==> config.mk <==
export PLATFORM = sky130hd
export DESIGN_NAME = poly_unpack_flat
export DESIGN_NICKNAME = d
export VERILOG_FILES = /design/src/rtl/poly_unpack_if.sv /design/src/rtl/poly_unpack.sv /design/src/flat_wrapper.sv
export SDC_FILE = /design/constraint.sdc
export NUM_CORES = 1
export LEC_CHECK = 0
export BUFFER_PORTS_ARGS = -buffer_cell sky130_fd_sc_hd__buf_2
export CORE_MARGIN = 2
export CORE_UTILIZATION = 40
export CTS_CLUSTER_DIAMETER = 40
export DETAILED_ROUTE_END_ITERATION = 8
export GPL_TIMING_DRIVEN = 0
export PLACE_DENSITY = 0.58
export RECOVER_POWER = 50
export SLEW_MARGIN = 30
export SYNTH_ARGS = -nofsm -noshare
export SYNTH_HDL_FRONTEND = slang
export SYNTH_SLANG_ARGS = --single-unit
==> constraint.sdc <==
create_clock -name clk -period 2.6 [get_ports clk]
set_input_delay 0.78 -clock clk [delete_from_list [all_inputs] [get_ports clk]]
set_output_delay 0.78 -clock clk [all_outputs]
set_load 0.1 [all_outputs]
==> src/rtl/poly_unpack_if.sv <==
// Byte-stream and poly-RAM write bus for poly_unpack.
// master: upstream byte source plus RAM side; slave: the unpacker.
interface poly_unpack_if;
  logic [7:0]  din;
  logic        din_valid;
  logic        din_ready;
  logic        ram_we;
  logic [8:0]  ram_addr;
  logic [15:0] ram_din;

  modport master (
    output din, din_valid,
    input  din_ready, ram_we, ram_addr, ram_din
  );

  modport slave (
    input  din, din_valid,
    output din_ready, ram_we, ram_addr, ram_din
  );
endinterface

==> src/rtl/poly_unpack.sv <==
// NewHope 14-bit unpacker: 7 bytes -> 4 coefficients written to the poly RAM.
// POLY_UNPACK_REDUCE_EN: reduce c >= Q to c - Q (range_err tied low); else flag it in range_err.
module poly_unpack #(
  parameter int unsigned N_COEFF = 512,
  parameter int unsigned Q       = 12289
) (
  input  logic         clk,
  input  logic         rst,
  input  logic         start,
  output logic         done,
  output logic         range_err,
  poly_unpack_if.slave bus
);

  localparam logic [8:0]  LastIdx = 9'(N_COEFF - 1);
  localparam logic [13:0] QVal    = 14'(Q);

  typedef enum logic [1:0] {StIdle, StRecv, StEmit} state_e;

  state_e      state_q, state_d;
  logic [2:0]  byte_cnt_q, byte_cnt_d;
  logic [8:0]  coeff_cnt_q, coeff_cnt_d;
  logic [55:0] grp_q, grp_d;
  logic        ram_we_q, ram_we_d;
  logic [8:0]  ram_addr_q, ram_addr_d;
  logic [15:0] ram_din_q, ram_din_d;
  logic        done_q, done_d;
  logic        range_err_q, range_err_d;

  logic [13:0] coef_raw;
  logic [13:0] coef_out;
  logic        coef_ge;

  // Packing is little-endian and contiguous: coefficient k is bits [14k+13:14k].
  always_comb begin
    coef_raw = grp_q[13:0];
    unique case (coeff_cnt_q[1:0])
      2'd0:    coef_raw = grp_q[13:0];
      2'd1:    coef_raw = grp_q[27:14];
      2'd2:    coef_raw = grp_q[41:28];
      default: coef_raw = grp_q[55:42];
    endcase
  end

  assign coef_ge = (coef_raw >= QVal);

`ifdef POLY_UNPACK_REDUCE_EN
  assign coef_out = coef_ge ? (coef_raw - QVal) : coef_raw;
`else
  assign coef_out = coef_raw;
`endif

  always_comb begin
    state_d     = state_q;
    byte_cnt_d  = byte_cnt_q;
    coeff_cnt_d = coeff_cnt_q;
    grp_d       = grp_q;
    ram_we_d    = 1'b0;
    ram_addr_d  = ram_addr_q;
    ram_din_d   = ram_din_q;
    range_err_d = range_err_q;
    // done follows the registered write of the last index by one cycle
    done_d      = ram_we_q && (ram_addr_q == LastIdx);

    case (state_q)
      StIdle: begin
        // A start coinciding with done is deliberately dropped.
        if (start && !done_q) begin
          state_d     = StRecv;
          byte_cnt_d  = 3'd0;
          coeff_cnt_d = 9'd0;
          range_err_d = 1'b0;
        end
      end
      StRecv: begin
        if (bus.din_valid) begin
          grp_d[{byte_cnt_q, 3'b000} +: 8] = bus.din;
          if (byte_cnt_q == 3'd6) begin
            byte_cnt_d = 3'd0;
            state_d    = StEmit;
          end else begin
            byte_cnt_d = byte_cnt_q + 3'd1;
          end
        end
      end
      StEmit: begin
        ram_we_d    = 1'b1;
        ram_addr_d  = coeff_cnt_q;
        ram_din_d   = {2'b00, coef_out};
        coeff_cnt_d = coeff_cnt_q + 9'd1;
`ifndef POLY_UNPACK_REDUCE_EN
        if (coef_ge) begin
          range_err_d = 1'b1;
        end
`endif
        if (coeff_cnt_q[1:0] == 2'd3) begin
          state_d = (coeff_cnt_q == LastIdx) ? StIdle : StRecv;
        end
      end
      default: state_d = StIdle;
    endcase
  end

  always_ff @(posedge clk) begin
    if (!rst) begin
      state_q     <= StIdle;
      byte_cnt_q  <= 3'd0;
      coeff_cnt_q <= 9'd0;
      grp_q       <= 56'd0;
      ram_we_q    <= 1'b0;
      ram_addr_q  <= 9'd0;
      ram_din_q   <= 16'd0;
      done_q      <= 1'b0;
      range_err_q <= 1'b0;
    end else begin
      state_q     <= state_d;
      byte_cnt_q  <= byte_cnt_d;
      coeff_cnt_q <= coeff_cnt_d;
      grp_q       <= grp_d;
      ram_we_q    <= ram_we_d;
      ram_addr_q  <= ram_addr_d;
      ram_din_q   <= ram_din_d;
      done_q      <= done_d;
      range_err_q <= range_err_d;
    end
  end

  assign bus.din_ready = (state_q == StRecv);
  assign bus.ram_we    = ram_we_q;
  assign bus.ram_addr  = ram_addr_q;
  assign bus.ram_din   = ram_din_q;
  assign done          = done_q;
  assign range_err     = range_err_q;

endmodule

==> src/flat_wrapper.sv <==
// flat-port wrapper written by rule: the top's interface ports become plain ports
module poly_unpack_flat 
#(
  parameter int unsigned N_COEFF = 512,
  parameter int unsigned Q       = 12289
)
  (clk, rst, start, done, range_err, bus_din, bus_din_valid, bus_din_ready, bus_ram_we, bus_ram_addr, bus_ram_din);
  poly_unpack_if bus_i ();
  input  logic clk;
  input  logic rst;
  input  logic start;
  output logic done;
  output logic range_err;
  input wire logic [$bits(bus_i.din)-1:0] bus_din;
  input wire logic [$bits(bus_i.din_valid)-1:0] bus_din_valid;
  output wire logic [$bits(bus_i.din_ready)-1:0] bus_din_ready;
  output wire logic [$bits(bus_i.ram_we)-1:0] bus_ram_we;
  output wire logic [$bits(bus_i.ram_addr)-1:0] bus_ram_addr;
  output wire logic [$bits(bus_i.ram_din)-1:0] bus_ram_din;
  assign bus_i.din = bus_din;
  assign bus_i.din_valid = bus_din_valid;
  assign bus_din_ready = bus_i.din_ready;
  assign bus_ram_we = bus_i.ram_we;
  assign bus_ram_addr = bus_i.ram_addr;
  assign bus_ram_din = bus_i.ram_din;
  poly_unpack #(.N_COEFF(N_COEFF), .Q(Q)) u_core (.clk(clk), .rst(rst), .start(start), .done(done), .range_err(range_err), .bus(bus_i));
endmodule
==> results.json, run 1 <==
{
  "clk_latency_ns": 0.36,
  "ys.flop_type": "dfxtp_1",
  "fin_nets": 536,
  "ys_seq_elements": 96,
  "place_hpwl_um": 7902,
  "n_fill_cell": 1055,
  "portBuffers": 37,
  "coreArea_um2": 10700,
  "holdBufCountCts": 0,
  "fin_crit_ns": 2.545,
  "num_io_pins": 41,
  "synth_top_area_cell": "dfxtp_1",
  "wl_per_cell_um": 16.61,
  "drtIter0Drc": 222,
  "drive_gt1_share_pct": 14.81,
  "cts_tree": "built",
  "setup_slack_ns": 0.05536,
  "grt_pass1_wl_um": 17580,
  "fp.dieH_um": 108.2,
  "power_density_nw_per_um2": 528.4,
  "pre_cts_ws_ns": -0.5373,
  "yosys_warnings": 0,
  "cts_inserted_buffers": 9,
  "synth_top_area_share_pct": 44.28,
  "htreeDepth": 3,
  "vias": 3441,
  "async_flop_share_pct": 0,
  "fp.dieW_um": 108.2,
  "first_global_vias": 3215,
  "fin_worst_skew_ns": 0.007360,
  "grt_max_degree": 17,
  "antenna_found_initial": 0,
  "drc": 0,
  "startpoint_type": "flop",
  "peakVddDrop_uv": 288.5,
  "crit_fanout": 10,
  "cap_violations": 0,
  "crit_arrival_ns": 2.76,
  "status": "complete, no violations",
  "syn-instance-count": 461,
  "leakage_nw": 1.758,
  "endpoint_kind": "flop",
  "cts.sinks": 96,
  "synthDistinctLibCells": 45,
  "drtAntennaViolNets": 0,
  "synthTopCellsByCount": "96 x dfxtp_1, 61 x nand2_1, 60 x mux2i_1",
  "rsz0062_at_grt": "no",
  "worstHoldPathType": "reg2reg",
  "grt-ovfl-total": 0,
  "synth_most_common_cell": "dfxtp_1",
  "clk_pin_slew_ns": 0.09,
  "vias_per_cell": 5.214,
  "setup_viol": 0,
  "cts_buffer_depth": 2,
  "path_class": "reg2reg",
  "synth_seq_area_share_pct": 44.28,
  "rows": 38,
  "maxSlewViolCount": 0,
  "synth_edf_count": 0,
  "dr.pass1.iters": 5,
  "dp.cells": 639,
  "syn_avg_cell_area_um2": 9.415,
  "routed_wl_um": 10960,
  "slew_headroom_pct": 22.74,
  "hold_viol_final": 0,
  "grtUsageTotal_pct": 19.72,
  "fin_crit_sh_pct": 97.87,
  "critPathRequiredTime_ns": 2.82,
  "start_util_pct": 40.57,
  "max_freq_ghz": 0.3930,
  "worstMarginPinSlew_ns": 1.164,
  "seq_area_um2": 1927,
  "syn_area_um2": 4340,
  "layout.cells.non_filler": 660,
  "gp_congestion": 0.8041,
  "synthToLayoutAreaGrowth_pct": 15.45,
  "cts.root.buffer_cell": "clkbuf_8",
  "antenna_cells": 0,
  "synthTopCellsByArea": "dfxtp_1 44%, mux2i_1 14%, nor2b_1 7.4%, a21boi_0 5.7%, nand2_1 5.3%",
  "dieArea_um2": 11700,
  "multiInputGateArea_um2": 2265
}
worst max-delay path: stages, from the launching register on:
cell and delay [ns]:
dfxtp_2 0.42, inv_1 0.08, ha_1 0.25, clkbuf_1 0.29, a222oi_1 0.69, mux2i_1 0.21
nor4_2 0.33, a311oi_1 0.13
path summary, 6_finish.rpt:
path,from,slack [ns],end,cells past startpoint
setup / recovery,u_core.coeff_cnt_q[1],0.06,u_core.range_err,7
hold / removal,u_core.bus.ram_din[12],0.47,u_core.bus.ram_din[12],2
setup reg to reg,u_core.coeff_cnt_q[1],0.06,u_core.range_err,7
hold reg to reg,u_core.bus.ram_din[12],0.47,u_core.bus.ram_din[12],2
registers in the layout, indices dropped and copies added (netlist names):
| name | flops |
|---|---|
| u_core.bus.ram_addr | 9 |
| u_core.bus.ram_din | 14 |
| u_core.bus.ram_we | 1 |
| u_core.byte_cnt_q | 3 |
| u_core.coeff_cnt_q | 9 |
| u_core.done | 1 |
| u_core.grp_q | 56 |
| u_core.range_err | 1 |
| u_core.state_q | 2 |
layout make-up:
type                       count  share of cell area [%]
tap                          140                   3.496
sequential                    96                   38.45
buffer                        26                   2.422
inverter                      20                   1.498
multi-input combinational    319                   45.19
clock buffer                   9                   2.472
clock inverter                 7                   1.448
timing repair buffer          43                   5.019
cell usage in the layout, fill, tap and decap left out, types with 2 or more instances in the layout:
cell type	n
a21boi_0	33
a21oi_1	3
a222oi_1	14
a22oi_1	4
and2_1	2
and3_1	3
buf_12	2
buf_2	12
buf_4	9
clkbuf_1	21
clkbuf_2	23
clkbuf_8	9
clkinv_2	2
clkinv_4	2
clkinvlp_4	2
conb_1	2
dfxtp_1	94
ha_1	8
inv_1	19
mux2i_1	60
nand2_1	60
nand2_2	2
nand2b_1	5
nand3_1	16
nand4_1	4
nor2_1	15
nor2b_1	51
nor3b_1	2
nor4_4	2
o21a_1	4
o21ai_0	3
xor2_1	3
layer usage:
layer / global-route usage (%) / wire [um] / share of wire (%)
met1: 27.21 / 5347 / 49
met2: 32.21 / 5155 / 47
met3: 3.134 / 356 / 3.2
met4: 5.128 / 104 / 0.95
met5: 0 / 0 / 0
repair_timing:
action | in CTS | in global routing
endpoints found under the setup margin | 57 | 45
resized for setup | 8 | 8
setup buffers | 6 | 0
pin swaps | 5 | 2
where the power goes:
| part | internal (mW) | leakage, nW | switching [mW] |
|---|---|---|---|
| Clock | 0.444 | 0.0952 | 0.533 |
| Sequential | 1.48 | 0.775 | 0.00393 |
| Combinational | 0.0667 | 0.888 | 0.124 |
logic make-up (layout without fill, tap and decap cells):
logic type,Yosys count,after routing,synth area share (%)
AOI/OAI and AO/OA,69,69,12.45
xor gates and xnor gates,4,4,0.8073
adders and majority gates,9,9,2.594
buffers and inverters,47,105,4.410
DFF,96,96,44.28
muxes,60,60,13.84
other,1,2,0.08640
and+or+nand+nor,175,175,21.53
metrics by stage:
stage	TNS, ns	cell area [um^2]	power, mW	hold WS [ns]	utilization [%]
floorplan	0	4352	1.638	0.4430	-
global placement	-21.37	4712	1.699	0.4472	44.05
detailed placement	-23.62	4712	1.700	0.4563	44.05
CTS	0	4996	2.677	0.4690	46.70
global route	0	5011	2.744	0.4903	46.84
finish	0	5011	2.648	0.4653	46.84
Note: power is estimated with default switching activity, not from simulation.
==> run 2, diff against run 1 <==
--- a/config.mk
+++ b/config.mk
@@ -7,11 +7,11 @@
 export LEC_CHECK = 0
 export BUFFER_PORTS_ARGS = -buffer_cell sky130_fd_sc_hd__buf_2
 export CORE_MARGIN = 2
-export CORE_UTILIZATION = 40
+export CORE_UTILIZATION = 53
 export CTS_CLUSTER_DIAMETER = 40
 export DETAILED_ROUTE_END_ITERATION = 8
 export GPL_TIMING_DRIVEN = 0
-export PLACE_DENSITY = 0.58
+export PLACE_DENSITY = 0.73
 export RECOVER_POWER = 50
 export SLEW_MARGIN = 30
 export SYNTH_ARGS = -nofsm -noshare
==> results.json, run 2 (synthesis gave the netlist of run 1 again) <==
{
  "finalInstanceArea_um2": 5030,
  "peakVddDrop_uv": 328.9,
  "largest_reg_flops": 56,
  "fin_crit_ns": 2.468,
  "max_freq_ghz": 0.4052,
  "power_density_nw_per_um2": 566.1,
  "holdBufCountCts": 0,
  "first_global_vias": 3302,
  "rows": 33,
  "fin_worst_skew_ns": 0.01027,
  "grt_pass1_wl_um": 17020,
  "drive_gt1_share_pct": 15.38,
  "synthToLayoutAreaGrowth_pct": 15.88,
  "cap_violations": 0,
  "endpoint_kind": "flop",
  "dr.pass1.iters": 6,
  "startpoint_type": "flop",
  "regToRegStartpoint": "u_core.byte_cnt_q[0]",
  "cts_tree": "built",
  "status": "complete, no violations",
  "cts_buffer_depth": 2,
  "fin_setup_tns_ns": 0,
  "crit_fanout": 10,
  "crit_top_cell": "buf_4",
  "coreArea_um2": 8093,
  "top_register": "u_core.grp_q",
  "hold_start": "u_core.bus.ram_din[6]",
  "reg2reg_depth": 9,
  "cts_inserted_buffers": 9,
  "fin_crit_sh_pct": 94.91,
  "place_area_um2": 4668,
  "setup_viol": 0,
  "vias_per_cell": 5.651,
  "slew_headroom_pct": 52.28,
  "clk_pin_slew_ns": 0.09,
  "hold_viol_final": 0,
  "fin_nets": 537,
  "crit_arrival_ns": 2.72,
  "leakage_nw": 1.828,
  "worst_path_max_delay_cell": "ha_2",
  "clk_latency_ns": 0.35,
  "critPathMaxStageDelay_ns": 0.43,
  "path_cells": "clkbuf_4 -> buf_4 -> inv_1 -> ha_2 -> nand3_1 -> nor4b_1 -> buf_4 -> mux2i_1 -> nor2b_1",
  "r2r_slack_ns": 0.13,
  "place_hpwl_um": 7578,
  "dieArea_um2": 8929,
  "final_common_cell": "dfxtp_1",
  "wl_per_cell_um": 17.06,
  "grt_max_degree": 16,
  "start_util_pct": 53.63,
  "grtUsageTotal_pct": 24.92,
  "min_to": "u_core.bus.ram_din[6]",
  "path_delay_family": "buffers and inverters",
  "n_fill_cell": 692,
  "portBuffers": 37,
  "antenna_cells": 0,
  "grt-ovfl-total": 0,
  "worstHoldPathType": "reg2reg",
  "gp_congestion": 0.8640,
  "critPathRequiredTime_ns": 2.85,
  "drc": 0,
  "cts.root.buffer_cell": "clkbuf_8",
  "htreeDepth": 3,
  "cts.sinks": 96,
  "antenna_found_initial": 0,
  "worstMarginPinSlew_ns": 0.6978,
  "maxSlewViolCount": 0,
  "mostFrequentLayoutCells": "94 x dfxtp_1, 60 x mux2i_1, 60 x nand2_1",
  "fp.dieW_um": 94.50,
  "power_mw": 2.847,
  "reg2reg_to": "u_core.grp_q[44]",
  "drtAntennaViolNets": 0,
  "min_path_cells": 2,
  "path_buf_inv": 4,
  "drtIter0Drc": 268,
  "path_class": "reg2reg",
  "vias": 3532,
  "num_io_pins": 41,
  "fp.dieH_um": 94.50,
  "routed_wl_um": 10660
}
==> run 2: cell count changes in the layout (fill, tap and decap cells not counted), moves of 2 or more <==
cell / change
bufinv_16: +2
clkinvlp_4: -2
clkbuf_2: -23
clkinv_4: -2
clkbuf_1: -2
buf_2: +26
==> run 2: worst max path at each step <==
| stage | startpoint | endpoint | slack (ns) | depth (start not counted) |
|---|---|---|---|---|
| final | u_core.byte_cnt_q[0] | u_core.grp_q[44] | 0.13 | 9 |
| after floorplan | u_core.byte_cnt_q[0] | u_core.grp_q[16] | 0.08 | 9 |
| after global placement | u_core.byte_cnt_q[0] | u_core.grp_q[1] | -0.37 | 9 |
| after global routing | u_core.coeff_cnt_q[0] | u_core.range_err | -0.01 | 7 |
| after detailed placement | u_core.byte_cnt_q[0] | u_core.grp_q[1] | -0.48 | 9 |
| after CTS | u_core.byte_cnt_q[0] | u_core.grp_q[39] | 0.02 | 11 |
==> run 2: worst register-to-register path, stage by stage, from the launching register on <==
cell      delay (ns)
dfxtp_1         0.35
clkbuf_4        0.21
buf_4           0.19
inv_1           0.09
ha_2            0.43
nand3_1         0.18
nor4b_1         0.35
buf_4           0.27
mux2i_1         0.22
nor2b_1         0.06
==> run 2: where the power goes <==
| group | total (mW) | switching (mW) | internal [mW] |
|---|---|---|---|
| Clock | 1.17 | 0.512 | 0.662 |
| Sequential | 1.48 | 0.00395 | 1.48 |
| Combinational | 0.193 | 0.123 | 0.0701 |
==> run 2: layer usage <==
layer / GRT usage, % / share of wire (%) / vias up
met5: 0 / 0 / -
met3: 3.352 / 6.8 / 12
li1: - / - / 1704
met2: 42.02 / 48 / 136
met4: 8.816 / 1.3 / 0
met1: 32.82 / 44 / 1680
==> run 2: what timing repair did <==
item | in CTS | in global routing
endpoints found under the hold margin | 0 | 0
gates cloned | 0 | 0
buffers inserted | 5 | 2
endpoints found under the setup margin | 56 | 57
gates resized for setup | 4 | 12
pin swaps | 5 | 3
==> run 2: per-stage QoR <==
stage	setup WS [ns]	std cells	hold WS [ns]	utilization (%)
2_1_floorplan	0.08455	462	0.4430	-
3_3_place_gp	-0.3698	604	0.4467	57.68
3_5_place_dp	-0.4788	604	0.4561	57.68
4_1_cts	0.01892	623	0.4693	61.53
5_1_grt	-0.01148	625	0.4830	62.15
6_report	0.1324	625	0.4633	62.15
==> run 2: area by class of cell <==
cell class | count | area [um^2] | share of cell area [%]
multi-input combinational | 319 | 2271 | 45.15
clock buffer | 10 | 137.6 | 2.736
inverter | 20 | 75.07 | 1.493
buffer | 26 | 121.4 | 2.413
timing repair buffer | 44 | 262.8 | 5.224
sequential | 96 | 1927 | 38.31
clock inverter | 5 | 103.9 | 2.065
tap | 105 | 131.4 | 2.612
